File: src/rtl/spike_pkg.sv
// Shared types and width helpers for the spike window sequencer and its
// per-channel magnitude comparators.
package spike_pkg;

  typedef enum logic [2:0] {
    ST_IDLE   = 3'd0,
    ST_CLEAR  = 3'd1,
    ST_STREAM = 3'd2,
    ST_SETTLE = 3'd3,
    ST_OUTPUT = 3'd4
  } state_e;

  // Bits needed for a counter that holds 0..n-1, never fewer than one.
  function automatic int cnt_width(input int n);
    return (n <= 1) ? 1 : $clog2(n);
  endfunction

endpackage

File: src/rtl/spike_mag_cmp.sv
// One channel: turns a ripple down-count into a magnitude and compares it
// against the latched threshold. Purely combinational; the top registers it.
module spike_mag_cmp #(
  parameter int W = 8
) (
  input  logic [W-1:0] cnt_value,
  input  logic [W-1:0] threshold,
  output logic [W-1:0] mag,
  output logic         fire
);

  // The counter starts at zero and counts down, so its negation is the count.
  assign mag  = W'(0) - cnt_value;
  assign fire = (mag >= threshold);

endmodule

File: src/rtl/spike_window_ctrl.sv
// Window sequencer for a bank of ripple down-counters: clear, stream WIN_LEN
// bit columns, wait for ripple settling, then hand off one result word.
module spike_window_ctrl #(
  parameter int size_code = 8,
  parameter int NUM_CH    = 4,
  parameter int WIN_LEN   = 16,
  parameter int SETTLE    = 8
) (
  input  logic                        clk,
  input  logic                        reset,
  input  logic                        start,
  input  logic                        in_valid,
  input  logic [NUM_CH-1:0]           bit_in,
  output logic                        in_ready,
  output logic                        cnt_enable,
  output logic [NUM_CH-1:0]           cnt_bitin,
  output logic                        cnt_clear,
  input  logic [NUM_CH*size_code-1:0] cnt_value,
  input  logic [size_code-1:0]        threshold,
  output logic                        out_valid,
  input  logic                        out_ready,
  output logic [NUM_CH-1:0]           out_fire,
  output logic [NUM_CH*size_code-1:0] out_count,
  output logic                        busy
);

  import spike_pkg::*;

  localparam int BW = cnt_width(WIN_LEN + 1);
  localparam int SW = cnt_width(SETTLE);
  localparam logic [BW-1:0] LAST_COL    = BW'(WIN_LEN - 1);
  localparam logic [SW-1:0] SETTLE_LAST = SW'(SETTLE - 1);

  if (WIN_LEN < 1 || WIN_LEN >= (1 << size_code)) begin : g_bad_win_len
    $error("WIN_LEN must satisfy 1 <= WIN_LEN < 2**size_code");
  end
  if (SETTLE < size_code) begin : g_bad_settle
    $error("SETTLE must be at least size_code");
  end

  state_e                        state_q, state_d;
  logic [BW-1:0]                 bit_cnt_q, bit_cnt_d;
  logic [SW-1:0]                 settle_cnt_q, settle_cnt_d;
  logic [size_code-1:0]          thr_q, thr_d;
  logic                          out_valid_q, out_valid_d;
  logic [NUM_CH-1:0]             fire_q, fire_d;
  logic [NUM_CH*size_code-1:0]   count_q, count_d;
  logic [NUM_CH-1:0]             fire_w;
  logic [NUM_CH*size_code-1:0]   mag_w;

  for (genvar i = 0; i < NUM_CH; i++) begin : g_ch
    spike_mag_cmp #(.W(size_code)) u_cmp (
      .cnt_value (cnt_value[i*size_code +: size_code]),
      .threshold (thr_q),
      .mag       (mag_w[i*size_code +: size_code]),
      .fire      (fire_w[i])
    );
  end

  assign in_ready   = (state_q == ST_STREAM);
  assign cnt_enable = in_valid & in_ready;
  assign cnt_bitin  = bit_in & {NUM_CH{cnt_enable}};
  assign cnt_clear  = reset | (state_q == ST_CLEAR);
  assign busy       = (state_q != ST_IDLE);
  assign out_valid  = out_valid_q;
  assign out_fire   = fire_q;
  assign out_count  = count_q;

  always_comb begin
    // NOTE: every signal assigned below gets its hold value first, so no
    // path through the case leaves it unassigned and no latch is inferred.
    state_d      = state_q;
    bit_cnt_d    = bit_cnt_q;
    settle_cnt_d = settle_cnt_q;
    thr_d        = thr_q;
    out_valid_d  = out_valid_q;
    fire_d       = fire_q;
    count_d      = count_q;
    case (state_q)
      ST_IDLE: if (start) state_d = ST_CLEAR;
      ST_CLEAR: begin
        thr_d        = threshold;
        bit_cnt_d    = '0;
        settle_cnt_d = '0;
        state_d      = ST_STREAM;
      end
      ST_STREAM: if (cnt_enable) begin
        bit_cnt_d = bit_cnt_q + BW'(1);
        if (bit_cnt_q == LAST_COL) state_d = ST_SETTLE;
      end
      // Counters are only trustworthy once the ripple has settled.
      ST_SETTLE: if (settle_cnt_q == SETTLE_LAST) begin
        state_d     = ST_OUTPUT;
        out_valid_d = 1'b1;
        count_d     = mag_w;
        fire_d      = fire_w;
      end else begin
        settle_cnt_d = settle_cnt_q + SW'(1);
      end
      ST_OUTPUT: if (out_ready) begin
        state_d     = ST_IDLE;
        out_valid_d = 1'b0;
      end
      default: state_d = ST_IDLE;
    endcase
  end

  // NOTE: state uses non-blocking assignments so every flop samples the
  // pre-edge values, independent of block evaluation order.
  always_ff @(posedge clk or posedge reset) begin
    if (reset) begin
      state_q      <= ST_IDLE;
      bit_cnt_q    <= '0;
      settle_cnt_q <= '0;
      thr_q        <= '0;
      out_valid_q  <= 1'b0;
      fire_q       <= '0;
      count_q      <= '0;
    end else begin
      state_q      <= state_d;
      bit_cnt_q    <= bit_cnt_d;
      settle_cnt_q <= settle_cnt_d;
      thr_q        <= thr_d;
      out_valid_q  <= out_valid_d;
      fire_q       <= fire_d;
      count_q      <= count_d;
    end
  end

endmodule

File: config.mk
export PLATFORM = sky130hd
export DESIGN_NAME = spike_window_ctrl
export DESIGN_NICKNAME = d
export VERILOG_FILES = /design/src/rtl/spike_pkg.sv /design/src/rtl/spike_mag_cmp.sv /design/src/rtl/spike_window_ctrl.sv
export SDC_FILE = /design/constraint.sdc
export NUM_CORES = 1
export LEC_CHECK = 0
export ABC_AREA = 1
export BUFFER_PORTS_ARGS = -buffer_cell sky130_fd_sc_hd__buf_4
export CORE_ASPECT_RATIO = 1.2
export CORE_MARGIN = 1
export CORE_UTILIZATION = 30
export DETAILED_ROUTE_END_ITERATION = 10
export GPL_TIMING_DRIVEN = 0
export MAX_ROUTING_LAYER = met4
export PLACE_DENSITY = 0.51
export SLEW_MARGIN = 20
export SYNTH_ARGS = -nofsm -noshare
export SYNTH_HDL_FRONTEND = slang
export SYNTH_HIERARCHICAL = 1
export SYNTH_SLANG_ARGS = --single-unit
File: constraint.sdc
create_clock -name clk -period 1.8 [get_ports clk]
set_input_delay 0.18 -clock clk [delete_from_list [all_inputs] [get_ports clk]]
set_output_delay 0.18 -clock clk [all_outputs]
set_load 0.02 [all_outputs]
Yosys cells after proc, flatten, opt, wreduce, memory -nomap -nowiden
Cells that the tools add are included.
{ "classes": {"add_sub_neg": 6, "n_mul": 0, "div": 0, "order_cmp": 4, "eq_ne": 12, "n_shift": 0, "muxes": 13, "bitwise_logic": 3, "reduce_logical": 10} }
{ "op_table": {"columns": ["operator", "count"], "rows": [
  [">= comparator 8 bit", 4],
  ["subtractor 1 x 8 -> 8 bit (first input constant)", 4],
  ["2-to-1 mux 3 bit", 6],
  ["one-hot mux 3 bit (5 select lines)", 1],
  ["one-hot mux 5 bit (2 select lines)", 1],
  ["inequality test 2 bit (second input constant)", 4],
  ["== test 3 x 2 -> 1 bit (second input constant)", 2],
  ["== test 3 bit (second input constant)", 2],
  ["one-hot mux 3 bit (2 select lines)", 1],
  ["AND reduction 2 bit", 3],
  ["nonzero test 2 bit", 3],
  ["adder 5 x 1 -> 5 bit (second input constant)", 1],
  ["== test 5 x 4 -> 1 bit (second input constant)", 1],
  ["2-to-1 mux 5 bit", 1],
  ["AND reduction 5 bit", 1],
  ["bitwise AND 4 bit", 1],
  ["inequality test 2 x 1 -> 1 bit (second input constant)", 2],
  ["adder 3 x 1 -> 3 bit (second input constant)", 1],
  ["== test 3 x 1 -> 1 bit (second input constant)", 1],
  ["logical NOT 3 bit", 1],
  ["AND reduction 3 bit", 1],
  ["nonzero test 3 bit", 1],
  ["2-to-1 mux 1 bit", 2],
  ["one-hot mux 1 bit (2 select lines)", 1],
  ["other kinds (2)", 2]
]} }
{ "word_totals": {"ff_bits": 56, "latch_bits": 0, "mem_bits_rw": 0, "romBits": 0, "input_bits": 49, "word_cells": 55, "memories": 0} }

Longest topological paths before layout
Gate-level depths: netlist of the first run.
{ "depth": {"ltp_word": 4, "mapped_depth": 14, "depth_no_buf": 14} }

Modules after synthesis
The synthesis of the first run kept the hierarchy.
{ "by_module_without_submodules": {"columns": ["mod", "n_inst", "cells_each", "area_per_inst_um2", "seq_area_each_um2"], "rows": [
  ["spike_window_ctrl", 1, 288, 2442.3, 1401.3],
  ["spike_mag_cmp", 4, 62, 371.6, 0.0]
]} }

Least setup slack after synthesis of the first run
No wires, ideal clock.
{ "synth_path": {"path_kind": "input to output", "startpoint": "input reset", "endpoint": "output cnt_clear", "arrival_ps": 1767, "t_required_ps": 1620, "path_slack_ps": -147, "path_stages": 2, "cell_sequence": "inv_1 -> nand2_1"} }
{ "synth_between": {"elab_chain_len": 1} }
{ "synth_rtl": {"columns": ["item", "line_no", "text"], "rows": [
  ["from (decl)", "spike_window_ctrl.sv:10", "input logic reset,"],
  ["bitwise OR 1 bit", "spike_window_ctrl.sv:63", "assign cnt_clear = reset | (state_q == ST_CLEAR);"],
  ["to (decl)", "spike_window_ctrl.sv:17", "output logic cnt_clear,"]
]} }
No other way between the ends.

Worst setup path in the final report of the first run
{ "layout_path": {"startpoint": "register state_q[2]", "endpoint": "output cnt_clear"} }
{ "layout_between": {"elab_chain_len": 2} }
{ "layout_rtl": {"columns": ["item", "line_no", "text"], "rows": [
  ["from (decl)", "spike_window_ctrl.sv:41", "state_e state_q, state_d;"],
  ["from (signal assigned)", "spike_window_ctrl.sv:120", "state_q <= state_d;"],
  ["== test 3 x 1 -> 1 bit", "spike_window_ctrl.sv:63", null],
  ["bitwise OR 1 bit", "spike_window_ctrl.sv:63", null]
]} }
No other way between the ends.

==> results.txt, run 1 <==
Status - finished, final reports clean
Final HPWL DP - 7.89 mm
Hold path depth - 3
Initial Util - 30.9%
Post-synthesis register bit count - 56
Number of global-route vias before repair - 3629
RSZ-0062 raised after global routing - false
# port buffers - 93
Area of the multi-input gates - 0.00204 mm2
CP endpoint kind - primary output
Worst hold-check path type - primary input to flop
Commonest non-fill, non-tap cell in the layout - nand2_1
FF-to-FF path depth - 6
Top-area cell type share of the netlist area - 35.7%
Fill cells - 1340
VDD IR max - 0.535 mV
Syn Nets - 625
Row count - 45
Final nets - 729
Area contributors post-synth - dfrtp_1, nand2_1, ha_1, inv_1, nand3_1
WS Path Type - flop to primary output
Final setup margin - 107 ps
Pin count of the biggest net entering global routing - 30
CTS sink count - 56
Starting DRC count in detailed routing - 113
Dpl cells - 794
Post-place setup slack - -45.8 ps
Yosys top cell by area - dfrtp_1
Design Area, Final - 0.00506 mm2
Clk_lat worst skew - 300 ps
Detailed Route WL - 9.96 mm
CTS Root Cell - clkbuf_16
PD cells - 1390 mW/mm2
Drt wl/cell - 12.4 um
Most frequent cells in the layout - nand2_1, buf_4, inv_1
Die area - 0.0136 mm2
HP Start - threshold[4]
Register-to-register setup slack - 190 ps
Clock-pin slew on the worst setup and hold paths - 70 ps
Worst endpoint data arrival time - 1510 ps
Share of cells above drive strength 1 - 22.2%
# diodes - 0
Slew headroom - 53.6%
Crit path time final - 1690 ps
H-tree depth - 2
Sequential cell area - 0.00140 mm2
Synth cell types - 23
CTS max path bufs - 2
Hold EP - thr_q[4]
Die X - 106 um
Via count - 3547
RR Startpoint - settle_cnt_q[0]
Final Hold Vio Count - 0
Critical R2R Capture - out_fire[1]
IO Count - 94
Postcts setup bufs - 0
YS warnings - 6
Post-Synthesis Cells - 536
Post-Syn Area per Cell - 7.33 um2
Vias per cell - 4.41
Detail Route Antenna Nets - 0
Critical path startpoint category - flop
Worst-Margin Slew - 694 ps
Max cap viols - 0
Ratio of final minimum period to clock period - 94.0%
Worst Path Required - 1620 ps
Placeable Area - 0.0127 mm2
Post-DP Area - 0.00486 mm2
Non-filler cells, final - 805
Routability Congestion - 0.792
Worst-path fanout max - 10
Final Slew Violations - 0
Final core occ - 39.8%
Total CTS buffers - 5
Setup TNS - 0 ps
Die height - 127 um
Area Overhead vs Synth - 28.9%
Pre-Repair DR Iteration Count - 4
Final setup violation count - 0
Mapped Area - 0.00393 mm2
Sequential share of the synthesized area - 35.7%
DRC violations left - 0
Clock Skews - 11.6 ps
Leakage - 2.76 nW
Initial antenna violation count - 0
Global-route wire length before repair - 16.8 mm
GR Util All Layers - 16.1%
WHS - 74.2 ps
Remaining global-route overflow - 0
Peak Freq - 591 MHz
Total Power - 7.04 mW
CTS tree - done
registers in the layout (all words and copies together) (netlist names):
signal / flops
bit_cnt_q: 5
out_fire: 4
out_valid: 1
settle_cnt_q: 3
state_q: 3
out_count: 32
thr_q: 8
how the worst max path moves through the flow:
stage,from,endpoint,slack [ps],cells after the start
floorplan,state_q[0],cnt_bitin[0],190,6
global placement,reset,cnt_clear,-260,4
detailed placement,cnt_value[16],out_fire[2],-50,11
CTS,state_q[0],cnt_bitin[0],30,7
global route,state_q[2],cnt_clear,5,5
finish,state_q[2],cnt_clear,110,5
routing by layer:
| metal | track usage, % | wire [um] | share of wire (%) |
|---|---|---|---|
| met1 | 18.6 | 4410 | 44 |
| met4 | 5.72 | 201 | 2.0 |
| met5 | - | 0 | 0 |
| met2 | 28.6 | 4990 | 50 |
| met3 | 2.04 | 363 | 3.6 |
synth_stat cells:
cell type    n
nor3b_1      1
nand4_1      5
nor2_4       5
nand3_2      4
inv_1       95
nand2_1    182
dfrtp_1     56
nand3_1     60
xnor2_1     12
o21ai_0      3
xor2_1       8
buf_2        4
nand2_2      5
nor2_1      25
a21oi_1      8
ha_1        40
buf_4        5
o21ai_1      1
buf_6        6
clkbuf_1     1
buf_1        2
nor2_2       4
o21a_1       4
cells by family (layout without fill, tap and decap cells):
family                   Yosys count  after routing  synth area share [%]
AND/OR/NAND/NOR                  291            291                  32.3
XOR/XNOR                          20             20                  4.46
buffers and inverters            113            218                  12.5
flip-flops                        56             56                  35.7
AO/OA/AOI/OAI                     16             16                  2.29
adder cells (fa/ha/maj)           40             40                  12.7
power by group:
part | switching, mW | leakage [nW] | total [mW] | internal (mW)
combinational | 2.15 | 2.10 | 3.66 | 1.52
clock | 0.471 | 0.0798 | 1.13 | 0.655
sequential | 0.457 | 0.576 | 2.26 | 1.80
area by class of cell:
class,instances,share of cell area (%)
inverter,95,7.12
sequential,56,27.7
timing repair inverter,1,0.0989
timing repair buffer,96,14.6
multi-input combinational,367,40.4
clock buffer,5,2.47
clock inverter,3,0.840
tap,164,4.05
buffer,18,2.74
critical path, cell delays in order, from the launching register on:
cell and delay (ps):
dfrtp_2 470, nor2_1 170, nand2_2 140, buf_4 210, nand2_1 80, buf_4 140
timing repair:
action | in CTS | in global routing
gates resized for setup | 1 | 6
endpoints found under the setup margin | 1 | 10
hold buffers | 0 | 2
gates cloned | 0 | 1
endpoints found under the hold margin | 0 | 14
Power figures use the tool's default switching activity.
==> run 2, diff against run 1 <==
==> constraint.sdc (replaced) <==
create_clock -name clk -period 1.85 [get_ports clk]
set_input_delay 0.185 -clock clk [delete_from_list [all_inputs] [get_ports clk]]
set_output_delay 0.185 -clock clk [all_outputs]
set_load 0.02 [all_outputs]
==> results.txt, run 2 (synthesized netlist as in run 1, its figures left out) <==
Row count - 45
Crit path time final - 1700 ps
CTS sink count - 56
Slew headroom - 53.3%
Pre-Repair DR Iteration Count - 4
Routability Congestion - 0.792
Commonest non-fill, non-tap cell in the layout - nand2_1
Final Slew Violations - 0
Global-route wire length before repair - 16.8 mm
Post_cts resized - 0
Non-filler cells, final - 802
WHS - -12.2 ps
WS Path Type - flop to primary output
VDD IR max - 0.505 mV
Ratio of final minimum period to clock period - 92.0%
# diodes - 0
Final core occ - 39.5%
Most frequent cells in the layout - nand2_1, buf_4, inv_1
Die area - 0.0136 mm2
Clock Skews - 11.9 ps
Seq pwr share - 32.1%
Final nets - 726
Die X - 106 um
Placeable Area - 0.0127 mm2
Max FFs per register - 32
Failing checks - hold timing
Detail Route Antenna Nets - 0
Worst endpoint data arrival time - 1520 ps
Final Hold Vio Count - 28
Critical path startpoint category - flop
RR Startpoint - settle_cnt_q[0]
Initial Util - 30.9%
Number of global-route vias before repair - 3629
Fill cells - 1343
DRC violations left - 0
Combinational share of power - 51.9%
IO Count - 94
Detailed Route WL - 9.82 mm
Total CTS buffers - 5
Sw Pwr - 2.98 mW
FF-to-FF path depth - 6
PD cells - 1360 mW/mm2
Clock power frac - 16.0%
Worst-path fanout max - 10
GR Util All Layers - 16.1%
Worst-Margin Slew - 699 ps
Final setup violation count - 0
Clock-pin slew on the worst setup and hold paths - 80 ps
# port buffers - 93
Via count - 3529
Remaining global-route overflow - 0
CTS tree - done
Worst Path Required - 1660 ps
CTS Root Cell - clkbuf_16
Max cap viols - 0
RSZ-0062 raised after global routing - false
Peak Freq - 587 MHz
Final setup margin - 147 ps
Area Overhead vs Synth - 28.1%
Die height - 127 um
Cell Int Power - 3.86 mW
Design Area, Final - 0.00503 mm2
Drt wl/cell - 12.2 um
Pin count of the biggest net entering global routing - 30
Setup TNS - 0 ps
Register-to-register setup slack - 210 ps
Sw Ratio - 43.6%
Post-place setup slack - -0.781 ps
Starting DRC count in detailed routing - 131
Clk_lat worst skew - 310 ps
CTS max path bufs - 2
Postcts setup bufs - 0
Initial antenna violation count - 0
Cts hold-fix bufs - 0
Status - complete, but fails checks
Vias per cell - 4.40
Leakage - 2.74 nW
H-tree depth - 2
Share of cells above drive strength 1 - 21.8%
Worst hold-check path type - primary input to asynchronous set/reset pin
CP endpoint kind - primary output
Total Power - 6.84 mW
Post-DP Area - 0.00486 mm2
Final HPWL DP - 7.89 mm
Critical R2R Capture - out_count[16]
Dpl cells - 794
## run 2: worst max-delay path by stage
| stage | cells after the start | start | endpoint |
|---|---|---|---|
| 6_report | 7 | state_q[0] | cnt_bitin[0] |
| 5_1_grt | 5 | reset | cnt_clear |
| 4_1_cts | 5 | state_q[2] | cnt_clear |
| 3_5_place_dp | 11 | cnt_value[16] | out_fire[2] |
| 3_3_place_gp | 4 | reset | cnt_clear |
| 2_1_floorplan | 6 | state_q[0] | cnt_bitin[0] |
## run 2: power by group through the flow
stage | registers (mW) | logic [mW] | clock network, mW
3_5_place_dp | 2.23 | 3.59 | 0
3_3_place_gp | 2.21 | 3.48 | 0
4_1_cts | 2.20 | 3.60 | 1.15
2_1_floorplan | 2.55 | 1.88 | 0
6_report | 2.19 | 3.55 | 1.09
5_1_grt | 2.28 | 4.06 | 1.17
## run 2: layout make-up
cell class	count	area (um2)	share of cell area (%)
repair buffers	94	718	14.3
clock inverters	3	42.5	0.846
multi-input cells	367	2040	40.6
inverters	95	360	7.16
clock buffers	5	125	2.49
plain buffers	18	136	2.71
flip-flops and latches	56	1400	27.9
well taps	164	205	4.08
## run 2: worst max-delay path, stage by stage, from the launching register on
cell     delay [ps]
dfrtp_1         410
inv_1           100
nand2_1          60
nor2_2          140
nand2_1          90
buf_2           180
nor2_1          100
buf_4           150
## run 2: routing by layer
layer  track usage, %  share of wire [%]  vias to the layer above
met2             28.6                 51                       70
li1                 -                  -                     1841
met1             18.6                 43                     1606
met5                -                  0                        -
met3             2.04                4.1                       12
met4             5.72                2.0                        0
